===== src/rtl/fetch_buffer_if.sv =====
// Handshake bundle between the PC stage / InstructionRAM and the fetch buffer.
// The buffer takes the slave side; the PC stage / test harness drives the master side.
interface fetch_buffer_if;
  logic [31:0] FETCH_ADDRESS;
  logic [31:0] PCplus4F;
  logic        fetch_valid;
  logic [31:0] instr_rdata;
  logic        flush;
  logic        stall;
  logic        fetch_ready;
  logic [31:0] instrD;
  logic [31:0] PCplus4D;
  logic        validD;
  logic [1:0]  count;
  logic        overflow_err;

  modport slave (
    input  FETCH_ADDRESS, PCplus4F, fetch_valid, instr_rdata, flush, stall,
    output fetch_ready, instrD, PCplus4D, validD, count, overflow_err
  );

  modport master (
    output FETCH_ADDRESS, PCplus4F, fetch_valid, instr_rdata, flush, stall,
    input  fetch_ready, instrD, PCplus4D, validD, count, overflow_err
  );
endinterface


===== src/rtl/fetch_buffer.sv =====
// Two-entry instruction queue between fetch and decode with a single in-flight
// RAM read slot; flush redirects, stall holds the head, overflow is sticky.
module fetch_buffer (
  input  logic           CLOCK,
  input  logic           RESET,
  fetch_buffer_if.slave  fb
);

  typedef struct packed {
    logic [31:0] instr;
    logic [31:0] pc4;
  } entry_t;

  entry_t      q [2];
  logic        rd_ptr;
  logic        wr_ptr;
  logic [1:0]  cnt;
  logic        pend_valid;
  logic [31:0] pend_pc4;
  logic        ovf;

  logic [1:0]  occ;
  logic        head_vld;
  logic        deq;
  logic        enq;
  logic        ready;
  logic        issue;

  assign head_vld = (cnt != 2'd0);
  assign occ      = cnt + {1'b0, pend_valid};
  assign deq      = head_vld && !fb.stall;
  // A full slot set is still ready when the head leaves this cycle; a flush
  // empties everything, so the redirected fetch is always accepted.
  assign ready    = fb.flush || (occ <= 2'd1) || ((occ == 2'd2) && deq);
  assign issue    = fb.fetch_valid && ready;
  assign enq      = pend_valid && !fb.flush;

  always_ff @(posedge CLOCK) begin
    if (RESET) begin
      q[0]       <= '0;
      q[1]       <= '0;
      rd_ptr     <= 1'b0;
      wr_ptr     <= 1'b0;
      cnt        <= 2'd0;
      pend_valid <= 1'b0;
      pend_pc4   <= '0;
      ovf        <= 1'b0;
    end else if (fb.flush) begin
      // Stale entries stay in storage but are invisible once cnt is zero.
      rd_ptr     <= 1'b0;
      wr_ptr     <= 1'b0;
      cnt        <= 2'd0;
      pend_valid <= fb.fetch_valid;
      if (fb.fetch_valid) pend_pc4 <= fb.PCplus4F;
    end else begin
      if (enq) begin
        q[wr_ptr] <= entry_t'{instr: fb.instr_rdata, pc4: pend_pc4};
        wr_ptr    <= ~wr_ptr;
      end
      if (deq) rd_ptr <= ~rd_ptr;
      cnt        <= cnt + {1'b0, enq} - {1'b0, deq};
      pend_valid <= issue;
      if (issue) pend_pc4 <= fb.PCplus4F;
      if (fb.fetch_valid && !ready) ovf <= 1'b1;
    end
  end

  assign fb.fetch_ready  = ready;
  assign fb.validD       = head_vld;
  assign fb.instrD       = head_vld ? q[rd_ptr].instr : '0;
  assign fb.PCplus4D     = head_vld ? q[rd_ptr].pc4   : '0;
  assign fb.count        = cnt;
  assign fb.overflow_err = ovf;

  // The address is only carried for protocol checking: an accepted fetch must present one.
  a_addr_known: assert property (@(posedge CLOCK) disable iff (RESET)
    issue |-> !$isunknown(fb.FETCH_ADDRESS));
  a_occ_bound: assert property (@(posedge CLOCK) disable iff (RESET)
    occ <= 2'd2);

endmodule


===== src/flat_wrapper.sv =====
// flat-port wrapper written by rule: the top's interface ports become plain ports
module fetch_buffer_flat 
  (CLOCK, RESET, fb_FETCH_ADDRESS, fb_PCplus4F, fb_fetch_valid, fb_instr_rdata, fb_flush, fb_stall, fb_fetch_ready, fb_instrD, fb_PCplus4D, fb_validD, fb_count, fb_overflow_err);
  fetch_buffer_if fb_i ();
  input  logic CLOCK;
  input  logic RESET;
  input wire logic [$bits(fb_i.FETCH_ADDRESS)-1:0] fb_FETCH_ADDRESS;
  input wire logic [$bits(fb_i.PCplus4F)-1:0] fb_PCplus4F;
  input wire logic [$bits(fb_i.fetch_valid)-1:0] fb_fetch_valid;
  input wire logic [$bits(fb_i.instr_rdata)-1:0] fb_instr_rdata;
  input wire logic [$bits(fb_i.flush)-1:0] fb_flush;
  input wire logic [$bits(fb_i.stall)-1:0] fb_stall;
  output wire logic [$bits(fb_i.fetch_ready)-1:0] fb_fetch_ready;
  output wire logic [$bits(fb_i.instrD)-1:0] fb_instrD;
  output wire logic [$bits(fb_i.PCplus4D)-1:0] fb_PCplus4D;
  output wire logic [$bits(fb_i.validD)-1:0] fb_validD;
  output wire logic [$bits(fb_i.count)-1:0] fb_count;
  output wire logic [$bits(fb_i.overflow_err)-1:0] fb_overflow_err;
  assign fb_i.FETCH_ADDRESS = fb_FETCH_ADDRESS;
  assign fb_i.PCplus4F = fb_PCplus4F;
  assign fb_i.fetch_valid = fb_fetch_valid;
  assign fb_i.instr_rdata = fb_instr_rdata;
  assign fb_i.flush = fb_flush;
  assign fb_i.stall = fb_stall;
  assign fb_fetch_ready = fb_i.fetch_ready;
  assign fb_instrD = fb_i.instrD;
  assign fb_PCplus4D = fb_i.PCplus4D;
  assign fb_validD = fb_i.validD;
  assign fb_count = fb_i.count;
  assign fb_overflow_err = fb_i.overflow_err;
  fetch_buffer u_core (.CLOCK(CLOCK), .RESET(RESET), .fb(fb_i));
endmodule

===== config.mk =====
export PLATFORM = sky130hd
export DESIGN_NAME = fetch_buffer_flat
export DESIGN_NICKNAME = d
export VERILOG_FILES = /design/src/rtl/fetch_buffer_if.sv /design/src/rtl/fetch_buffer.sv /design/src/flat_wrapper.sv
export SDC_FILE = /design/constraint.sdc
export NUM_CORES = 1
export LEC_CHECK = 0
export BUFFER_PORTS_ARGS = -buffer_cell sky130_fd_sc_hd__buf_2
export CORE_UTILIZATION = 51
export CTS_BUF_LIST = sky130_fd_sc_hd__clkbuf_2 sky130_fd_sc_hd__clkbuf_4 sky130_fd_sc_hd__clkbuf_8
export DETAILED_ROUTE_END_ITERATION = 8
export PLACE_DENSITY = 0.79
export SLEW_MARGIN = 20
export SYNTH_ARGS = -nofsm -noshare
export SYNTH_HDL_FRONTEND = slang
export SYNTH_SLANG_ARGS = --single-unit

===== constraint.sdc =====
create_clock -name CLOCK -period 4.8 [get_ports CLOCK]
set_input_delay 0.96 -clock CLOCK [delete_from_list [all_inputs] [get_ports CLOCK]]
set_output_delay 0.96 -clock CLOCK [all_outputs]
set_load 0.01 [all_outputs]

Word level (Yosys, flattened, before mapping)

Memory sizes are Yosys's and may differ from the RTL's. A register that Yosys moved wholly into a read port is not among the register bits.
Cells that the tools add are included.
Widths: inputs -> output; s select.

$add $sub $neg: 3
Magnitude comparators: 1
Eq/ne operators: 2
Multiplexer cells: 17
Bitwise logic cells: 3
Reduce and logical (&&, ||, !) cells: 16

Operators by type and width:

| cell               | count |
|---|---|
| $mux 32            | 5 |
| $mux 64            | 1 |
| $reduce_or 64->1   | 1 |
| $mux 1             | 11 |
| $logic_and 1x1->1  | 5 |
| $add 2x1->2        | 2 |
| $reduce_and 2->1   | 2 |
| $reduce_bool 2->1  | 2 |
| $logic_not 1->1    | 3 |
| $not 1->1          | 3 |
| $eq 2x2->1 const B | 1 |
| $le 2x1->1 const B | 1 |
| $logic_or 1x1->1   | 2 |
| $ne 2x2->1 const B | 1 |
| $reduce_or 2->1    | 1 |
| $sub 2x1->2        | 1 |

Bits in registers: 38
Bits in writable memories: 128
Word-level logic and storage cells: 49
Memories: 1

Memories:

| memory   | depth | width | read ports | clocked after memory_dff | wr ports | RTL line           | RTL |
|---|---|---|---|---|---|---|---|
| u_core.q | 2     | 64    | 1          | 1                        | 2        | fetch_buffer.sv:14 | `entry_t q [2];` |

Depth between registers and ports, before layout

Gate-level depths: netlist of run 1.

Word-level depth: 8
Gate-level depth with buffers: 10
Mapped depth without buffers: 8

Least setup slack after synthesis of run 1

No wires, ideal clock.

Path kind: input to register
Start: in fb_flush
End: mem u_core.q[0][0] (netlist name), enable pin
Arrival time: 4.073 ns
Required time: 4.301 ns
Setup slack: 0.228 ns
Stages: 2
Buffers on the path: 1
Cells stage by stage: buf_6 > o21bai_1

RTL lines:

| what               | RTL line           | RTL |
|---|---|---|
| start: declaration | flat_wrapper.sv:11 | `input wire logic [$bits(fb_i.flush)-1:0] fb_flush;` |
| end: declaration   | fetch_buffer.sv:14 |  |

Worst setup path after layout of run 1

Start: reg u_core.cnt[1], in the netlist u_core.fb.count[1]
End: out fb_instrD[31]

Longest elaborated chain between the ends: 2

Ends and longest elaborated chain:

| what                     | RTL line           | RTL |
|---|---|---|
| start: declaration       | fetch_buffer.sv:17 | `logic [1:0] cnt;` |
| start signal: assignment | fetch_buffer.sv:61 | `cnt <= cnt + {1'b0, enq} - {1'b0, deq};` |
| $reduce_bool 2->1        | fetch_buffer.sv:29 | `assign head_vld = (cnt != 2'd0);` |
| $mux 32                  | fetch_buffer.sv:70 | `assign fb.instrD = head_vld ? q[rd_ptr].instr : '0;` |
| end: declaration         | flat_wrapper.sv:14 | `output wire logic [$bits(fb_i.instrD)-1:0] fb_instrD;` |

Every way passes these cells.

==> metrics.txt, run 1 <==
count of final setup violators 0; Residual DRC 0; Starting Density 0.531; PnR worst setup slack 1520 ps; Max Slew Vio Count 0; minimum clock period 3280 ps; Crit path arrival time 2320 ps; # rows 43; first-pass GRT wire length 20.6 mm; pre-CTS setup slack 1940 ps; n_diodes 0; Remaining Overflow, GRT 0; Core ar. 14,100 sq um; CTS HTree Levels 4; post-CTS resize count 0; drt wl/cell around 15 um; post-cts hold buffer count 0; Port-buffer cells 137; top cells by count, synth 130 x and2_1, 128 x edfxtp_1, 96 x mux2i_1, 67 x nor2_1, 65 x nand2b_1; clock skew 11.2 ps; CTS tree built; DRT Pass-1 Iters 6; CP Data Required Time 3840 ps; crit end category output pin; post-route ant nets 0; share of layout cells above drive strength 1 0.251; post-synthesis cell count 595; endpoints failing hold 0; status complete, no violations; relative max-transition margin 0.346; die width between 100 and 150 um; GR Util All Layers 0.185; CP delay by family, top simple AND/OR/NAND/NOR gates; peak supply drop 0.176 mV; Synth Register Bits 167; Hold WC Path Type reg2reg; DRT iter0 DRCs about 260; initial antenna violation count 1; fillers 1,135; number of global-route vias before repair 4,320; Cell Chain, Critical Path nor2_4 -> buf_4 -> nor2_1 -> buf_2; mapped cell area 7480 sq um; area leader, netlist edfxtp_1; CP bufs+invs 2; clock-pin slew on the worst setup and hold paths 80 ps; die height 123 um; area of the multi-input gates about 2700 sq um; Root Buffer clkbuf_8; Routability Congestion 0.736; Post-CTS Setup Bufs 0; Clock Tree Buf Depth 2; Fmax 305 MHz; clock sinks 167; top-count cell post-synth and2_1; worst skew pair latency approximately 440 ps; Boundary Pins 170; total CTS buffers 17; PwrDens 326 nW/um^2; pin count of the biggest net entering global routing 65; share of the synthesized area in the top cell type 0.514; syn_area_per_cell around 13 sq um; Worst Setup Start Kind flop; final period utilization 0.683; area delta synth->final 16.1%; register area 4630 sq um; max-cap violations 0; reg2reg setup slack ~2600 ps; Synthesized Nets 699; register area share after synthesis 0.618; Post-synth EDFFs 128; top_reg_cell synth edfxtp_1; Largest stage delay, worst path between 700 and 800 ps; measured slew at the worst slew-check pin 979 ps; Post-synth ARST share 0; post-synth cell types 29; Final nets 822; Synth Warn # 0; crit path max fanout 40; DP HPWL 8.26 mm; Synth area leaders edfxtp_1 51%, mux2i_1 13%, and2_1 11%; die area between 15,000 and 20,000 sq um; routed vias roughly 4,500; setup TNS 0 ps; RSZ-0062 raised after global routing no; vias per inst 4.96; cell leakage power 3.51 nW; Total Routed Length between 10 and 15 mm; CP Class reg2out; Crit-path slowest cell nor2_4
## worst min-delay path: stages (launching register included)
cell and delay, ps:
dfxtp_1 320, nand2b_1 60, mux2i_1 50
## kinds of logic (layout without fill, tap and decap cells)
logic type	Yosys count	after routing	share of synthesized area
multiplexers	96	96	0.128
buffers and inverters	44	179	0.0296
adder cells (fa/ha/maj)	3	3	0.00502
XOR/XNOR	3	3	0.00351
AO/OA/AOI/OAI	9	9	0.00887
flip-flops	167	167	0.618
AND/OR/NAND/NOR	273	273	0.206
## layout make-up
| cell class | count | area share |
|---|---|---|
| inverters | 4 | 0.00173 |
| multi-input cells | 384 | 0.307 |
| clock inverters | 10 | 0.0151 |
| repair buffers | 144 | 0.0873 |
| flip-flops and latches | 167 | 0.533 |
| well taps | 180 | 0.0259 |
| clock buffers | 21 | 0.0304 |
## path summary, 6_finish.rpt
kind                 startpoint                  to  depth (start not counted)
max          u_core.fb.count[1]       fb_instrD[31]                          4
min          u_core.pend_pc4[7]  u_core.pend_pc4[7]                          2
max reg2reg  u_core.fb.count[1]  u_core.fb.count[1]                          8
min reg2reg  u_core.pend_pc4[7]  u_core.pend_pc4[7]                          2
## state kept, by name, summed over array words and instances, names as in the netlist, named ones only
register / cells
u_core.fb.count: 2
u_core.fb.overflow_err: 1
u_core.pend_pc4: 32
u_core.pend_valid: 1
u_core.q: 128
u_core.rd_ptr: 1
u_core.wr_ptr: 1
## per-stage QoR
step	util	std cells	cell area, sq um	power, mW	hold WS (ps)
global placement	0.586	878	8260	1.86	455
floorplan	-	595	7480	1.80	452
detailed placement	0.586	878	8260	1.87	468
global route	0.616	910	8680	2.95	504
CTS	0.614	909	8660	2.86	480
finish	0.616	910	8680	2.83	477
## power breakdown
group          leakage (nW)  total [mW]  internal (mW)  switching, mW
clock network         0.207        1.00          0.530          0.470
logic                  1.66       0.188         0.0810          0.107
registers              1.65        1.65           1.62         0.0250
total                  3.51        2.83           2.23          0.602
## routing by layer
layer / share of wire / up-vias / global-route usage
met5: 0.00089 / - / 0
met3: 0.055 / 12 / 0.0521
met1: 0.44 / 2125 / 0.215
met2: 0.50 / 118 / 0.324
met4: 0.0094 / 2 / 0.0708
li1: - / 2254 / -
## cells in the final DEF, fill, tap and decap left out, drive strengths merged
cell type	instances
buf	144
and2	130
edfxtp	128
mux2i	96
nor2	67
nand2b	65
dfxtp	39
clkbuf	21
clkinv	6
inv	4
ha	3
bufinv	3
nor3	3
nor2b	2
o22ai	2
a21boi	2
xnor2	2
or2	2
o21bai	1
a2bb2oi	1
and3	1
a21o	1
or4b	1
o211a	1
o21ai	1
or3	1
xor2	1
nand2	1
clkinvlp	1
(Power assumes the default switching activity.)
==> run 2, diff against run 1 <==
--- a/config.mk
+++ b/config.mk
@@ -6,10 +6,10 @@
 export NUM_CORES = 1
 export LEC_CHECK = 0
 export BUFFER_PORTS_ARGS = -buffer_cell sky130_fd_sc_hd__buf_2
-export CORE_UTILIZATION = 51
+export CORE_UTILIZATION = 56
 export CTS_BUF_LIST = sky130_fd_sc_hd__clkbuf_2 sky130_fd_sc_hd__clkbuf_4 sky130_fd_sc_hd__clkbuf_8
 export DETAILED_ROUTE_END_ITERATION = 8
-export PLACE_DENSITY = 0.79
+export PLACE_DENSITY = 0.82
 export SLEW_MARGIN = 20
 export SYNTH_ARGS = -nofsm -noshare
 export SYNTH_HDL_FRONTEND = slang
==> constraint.sdc (replaced) <==
create_clock -name CLOCK -period 3.1 [get_ports CLOCK]
set_input_delay 0.62 -clock CLOCK [delete_from_list [all_inputs] [get_ports CLOCK]]
set_output_delay 0.62 -clock CLOCK [all_outputs]
set_load 0.01 [all_outputs]
==> run 2 against run 1 <==
  * Sequential share of layout area is 0.79 points lower
  * First-iteration DRC count fell by 1.6%
  * Largest cell class unchanged
  * Cell count decreased by 0.22%
  * Worst setup slack got worse by 1000 ps
  * Clock power increased by 89%
  * Highest routed layer is now met4
==> metrics.txt, run 2 (synthesized netlist as in run 1, its figures left out) <==
status complete, no violations (unchanged); worst skew pair latency 430 ps (was 440 ps); Core ar. 12,800 sq um (was 14,100 sq um); Final nets 824 (was 822); routed vias 4,569 (was 4,511); Routability Congestion 0.782 (was 0.736); die width 118 um (was 123 um); CP bufs+invs 2 (unchanged); register with the most flip-flops u_core.q (unchanged); initial antenna violation count 3 (was 1); number of global-route vias before repair 4,659 (was 4,320); count of final setup violators 0 (unchanged); setup TNS 0 ps (unchanged); die area 13,800 sq um (was 15,200 sq um); # rows 41 (was 43); share of layout cells above drive strength 1 0.252 (was 0.251); PnR worst setup slack 523 ps (was 1520 ps); Starting Density 0.583 (was 0.531); met2 wire len 6.97 mm (was 6.74 mm); pre-CTS setup slack 588 ps (was 1940 ps); DRT Pass-1 Iters 4 (was 6); clock-pin slew on the worst setup and hold paths 80 ps (about the same); Util after Layout 0.687 (was 0.616); crit path from u_core.fb.count[1] (unchanged); relative max-transition margin 0.379 (was 0.346); reg2reg setup slack 1150 ps (was 2560 ps); DRT iter0 DRCs 254 (was 258); met1 WL 5.64 mm (was 5.93 mm); uppermost layer routed met4 (was met5); Total Routed Length 13.7 mm (was 13.6 mm); Boundary Pins 170 (unchanged); Max Slew Vio Count 0 (unchanged); RSZ-0062 raised after global routing no (unchanged); Clock Tree Buf Depth 2 (unchanged); max reg flops 128 (unchanged); final non-filler cell area 8820 sq um (was 8680 sq um); Root Buffer clkbuf_8 (unchanged); crit end category output pin (unchanged); measured slew at the worst slew-check pin 931 ps (was 979 ps); r2r worst-path depth 4 (was 8); post-cts hold buffer count 0 (unchanged); pin count of the biggest net entering global routing 65 (unchanged); Crit-path slowest cell nor2_4 (unchanged); placed cell areas 8300 sq um (was 8260 sq um); CTS HTree Levels 4 (unchanged); minimum clock period 2580 ps; die height 118 um (was 123 um); CP Class reg2out (unchanged); Fmax 388 MHz; Remaining Overflow, GRT 0 (unchanged); cell leakage power 3.58 nW (was 3.51 nW); clock sinks 167 (unchanged); PwrDens 537 nW/um^2 (was 326 nW/um^2); clock skew 6.22 ps (was 11.2 ps); Residual DRC 0 (unchanged); most common cell after layout, fill and taps aside buf_2 (unchanged); Largest stage delay, worst path 410 ps (was 760 ps); post-route ant nets 0 (unchanged); Reg2Reg Launch Point u_core.fb.count[0] (was u_core.fb.count[1]); first-pass GRT wire length 21.9 mm (was 20.6 mm); final period utilization 0.831; reg-to-reg endpoint u_core.pend_pc4[28] (was u_core.fb.count[1]); metal3 WL 904 um (was 748 um); Port-buffer cells 137 (unchanged); vias per inst 5.03 (was 4.96); GR Util All Layers 0.205 (was 0.185); Hold WC Path Type in2reg (was reg2reg); area delta synth->final 17.9% (was 16.1%); crit path max fanout 27 (was 40); peak supply drop 0.349 mV (was 0.176 mV); CTS tree built (unchanged); Cell Chain, Critical Path nor2_4 -> buf_4 -> nor2_1 -> buf_2 (unchanged); max-cap violations 0 (unchanged); Hold Startpoint fb_PCplus4F[22] (was u_core.pend_pc4[7]); Worst Setup Start Kind flop (unchanged); post-CTS resize count 0 (unchanged); hold path depth 3 (was 2); drt wl/cell 15.1 um (was 14.9 um); endpoints failing hold 0 (unchanged); instance count on the critical path 4 (unchanged); most frequent cells in the layout 137 x buf_2, 130 x and2_1, 128 x edfxtp_1, 96 x mux2i_1, 66 x nor2_1 (unchanged); hold_ws 432 ps (was 477 ps); DP HPWL 8.57 mm (was 8.26 mm); Hold Path End u_core.pend_pc4[22] (was u_core.pend_pc4[7]); Crit path arrival time 1960 ps (was 2320 ps); total CTS buffers 17 (unchanged); CP delay by family, top buffers and inverters (was simple AND/OR/NAND/NOR gates); CP Data Required Time 2480 ps (was 3840 ps); Post-CTS Setup Bufs 0 (unchanged)
[run 2: worst max path at each step]
stage | endpoint | slack [ps]
4_1_cts | fb_PCplus4D[2] | 460
2_1_floorplan | u_core.q[0][0] | 230
6_report | fb_PCplus4D[2] | 520
3_5_place_dp | u_core.q[1][40] | 590
5_1_grt | fb_PCplus4D[2] | 390
3_3_place_gp | u_core.q[1][39] | 680
[run 2: through the flow]
| step | cells | total power, mW |
|---|---|---|
| finish | 908 | 4.74 |
| global route | 905 | 4.89 |
| CTS | 905 | 4.77 |
| detailed placement | 873 | 2.90 |
| global placement | 873 | 2.88 |
| floorplan | 595 | 2.78 |
[run 2: power breakdown]
group	internal (mW)	leakage (nW)	total, mW	switching (mW)
registers	2.51	1.65	2.55	0.0402
logic	0.129	1.67	0.296	0.167
clock network	1.17	0.256	1.89	0.718
[run 2: cell type report]
class	count	area, sq um
multi-input combinational	384	2670
sequential	167	4630
inverter	4	15.0
fill	940	4010
clock buffer	22	278
antenna	3	7.51
timing repair buffer	146	778
clock inverter	10	224
tap	172	215
[run 2: routing by layer]
metal,vias to the layer above,track usage
met1,2146,0.233
met5,-,0
met2,135,0.372
met3,19,0.0543
met4,0,0.0729
li1,2269,-
[run 2: worst reg2reg max path: stages, from the launching register on]
cell and delay (ps):
dfxtp_1 460, ha_1 270, o22ai_1 240, o211a_4 630, mux2i_1 280
==> run 3, diff against run 2 <==
==> constraint.sdc (replaced) <==
create_clock -name CLOCK -period 2.65 [get_ports CLOCK]
set_input_delay 0.53 -clock CLOCK [delete_from_list [all_inputs] [get_ports CLOCK]]
set_output_delay 0.53 -clock CLOCK [all_outputs]
set_load 0.01 [all_outputs]
==> run 3 against run 2 <==
  * Total power grew 7.3%
  * First-iteration DRC count shrank 9.1%
  * Worst setup slack lost 300 ps
  * Via count grew 1.8%
  * Highest routed layer unchanged
  * Routed wire length grew 1.1%
  * Die area is the same
  * Largest cell class unchanged
  * Clock skew grew 0.68 ps
==> metrics.txt, run 3 (synthesized netlist as in run 1, its figures left out) <==
status complete, no violations (unchanged); Fmax 411 MHz; initial antenna violation count 0 (was 3); Int Pwr 3.99 mW (was 3.81 mW); routed vias 4,653 (was 4,569); crit path max fanout 5 (was 27); register with the most flip-flops u_core.q (unchanged); peak supply drop 0.345 mV (was 0.349 mV); Remaining Overflow, GRT 0 (unchanged); Crit path arrival time 1900 ps (was 1960 ps); DP HPWL 8.84 mm (was 8.57 mm); Final nets 826 (was 824); share of layout cells above drive strength 1 0.249 (was 0.252); Hold WC Path Type in2reg (unchanged); Post-CTS Setup Bufs 0 (unchanged); area of the multi-input gates 2670 sq um (unchanged); CP delay by family, top compound AO/OA/AOI/OAI gates (was buffers and inverters); die height 118 um (unchanged); Port-buffer cells 137 (unchanged); r2r worst-path depth 4 (unchanged); number of global-route vias before repair 4,711 (was 4,659); GR Util All Layers 0.211 (was 0.205); Comb pwr share 0.071 (was 0.063); sw power 1.09 mW (was 0.925 mW); die width 118 um (unchanged); register area 4630 sq um (unchanged); die area 13,800 sq um (unchanged); CTS HTree Levels 4 (unchanged); Reg2Reg Launch Point u_core.fb.count[0] (unchanged); vias per inst 5.14 (was 5.03); CP Class reg2out (unchanged); clock sinks 167 (unchanged); Crit-path slowest cell dfxtp_1 (was nor2_4); total CTS buffers 17 (unchanged); reg-to-reg endpoint u_core.pend_pc4[18] (was u_core.pend_pc4[28]); CP Data Required Time 2120 ps (was 2480 ps); Total Routed Length 13.9 mm (was 13.7 mm); max reg flops 128 (unchanged); DRT iter0 DRCs 231 (was 254); Core ar. 12,800 sq um (unchanged); reg2reg setup slack 690 ps (was 1150 ps); Boundary Pins 170 (unchanged); PwrDens 580 nW/um^2 (was 537 nW/um^2); Residual DRC 0 (unchanged); Util after Layout 0.683 (was 0.687); Largest stage delay, worst path 440 ps (was 410 ps); post-route ant nets 0 (unchanged); RSZ-0062 raised after global routing no (unchanged); CTS tree built (unchanged); post-cts hold buffer count 0 (unchanged); instance count on the critical path 5 (was 4); count of final setup violators 0 (unchanged); Root Buffer clkbuf_8 (unchanged); most frequent cells in the layout 137 x buf_2, 130 x and2_1, 128 x edfxtp_1, 96 x mux2i_1, 66 x nor2_1 (unchanged); worst skew pair latency 440 ps (was 430 ps); Sequential Power Share 0.586 (was 0.538); area delta synth->final 17.1% (was 17.9%); Clock Tree Buf Depth 2 (unchanged); drt wl/cell 15.3 um (was 15.1 um); endpoints failing hold 0 (unchanged); Hold Path End u_core.pend_pc4[17] (was u_core.pend_pc4[22]); most common cell after layout, fill and taps aside buf_2 (unchanged); fillers 963 (was 940); pin count of the biggest net entering global routing 65 (unchanged); crit end category output pin (unchanged); max-cap violations 0 (unchanged); clock-pin slew on the worst setup and hold paths 80 ps (about the same); Sw Share 0.214 (was 0.195); Cell Chain, Critical Path ha_1 -> o22ai_1 -> a2bb2oi_1 -> or2_2 -> buf_2 (was nor2_4 -> buf_4 -> nor2_1 -> buf_2); # rows 41 (unchanged); clock skew 6.90 ps (was 6.22 ps); cell leakage power 3.55 nW (was 3.58 nW); final period utilization 0.918; post-CTS resize count 0 (unchanged); first-pass GRT wire length 22.6 mm (was 21.9 mm); measured slew at the worst slew-check pin 621 ps (was 931 ps); Max Slew Vio Count 0 (unchanged); clock power share 0.343 (was 0.399); Worst Setup Start Kind flop (unchanged); minimum clock period 2430 ps; Starting Density 0.583 (unchanged); n_diodes 0 (was 3); CP bufs+invs 1 (was 2); Hold Startpoint fb_PCplus4F[17] (was fb_PCplus4F[22]); hold path depth 3 (unchanged); setup TNS 0 ps (unchanged); DRT Pass-1 Iters 4 (unchanged); relative max-transition margin 0.586 (was 0.379); Routability Congestion 0.740 (was 0.782)
-- run 3: worst max path at each step --
stage                                  start                  end  slack [ps]
after floorplan                        RESET       u_core.q[1][0]          90
final                     u_core.fb.count[0]       fb_fetch_ready         220
after CTS                 u_core.fb.count[0]       fb_fetch_ready         230
after global routing      u_core.fb.count[0]       fb_fetch_ready          20
after global placement              fb_flush  u_core.pend_pc4[26]         470
after detailed placement  u_core.fb.count[0]  u_core.pend_pc4[22]         400
-- run 3: area by class of cell --
type                    instances  area share
flip-flops and latches        167       0.528
clock inverters                14      0.0160
multi-input cells             384       0.305
clock buffers                  17      0.0267
repair buffers                148      0.0977
well taps                     172      0.0246
inverters                       4     0.00171
-- run 3: metal layers --
metal / vias to the layer above / routed length, um / global-route usage / share of wire
li1: 2265 / - / - / -
met1: 2227 / 5650 / 0.244 / 0.41
met2: 142 / 7220 / 0.382 / 0.52
met3: 19 / 757 / 0.0489 / 0.055
met4: 0 / 242 / 0.0761 / 0.017
met5: - / 0 / 0 / 0
-- run 3: through the flow --
step | setup slack [ps] | hold slack [ps] | instances | cell area, sq um | total power [mW]
after floorplan | 92.9 | 452 | 595 | 7490 | 3.25
after global placement | 474 | 458 | 875 | 8380 | 3.38
after detailed placement | 402 | 470 | 875 | 8380 | 3.40
after CTS | 227 | 305 | 906 | 8750 | 5.12
after global routing | 24.2 | 328 | 906 | 8760 | 5.26
final | 218 | 342 | 906 | 8760 | 5.08
-- run 3: worst min-delay path: cells and delay by family --
family / cells / cell delay, ps
mux: 1 / 60
buf+inv: 1 / 100
simple gates: 1 / 50
-- run 3: power groups by stage --
stage / sequential (mW) / clock, mW / combinational [mW]
2_1_floorplan: 3.03 / 0 / 0.225
3_3_place_gp: 3.03 / 0 / 0.352
3_5_place_dp: 3.04 / 0 / 0.362
4_1_cts: 2.98 / 1.77 / 0.364
5_1_grt: 2.99 / 1.87 / 0.396
6_report: 2.98 / 1.74 / 0.359
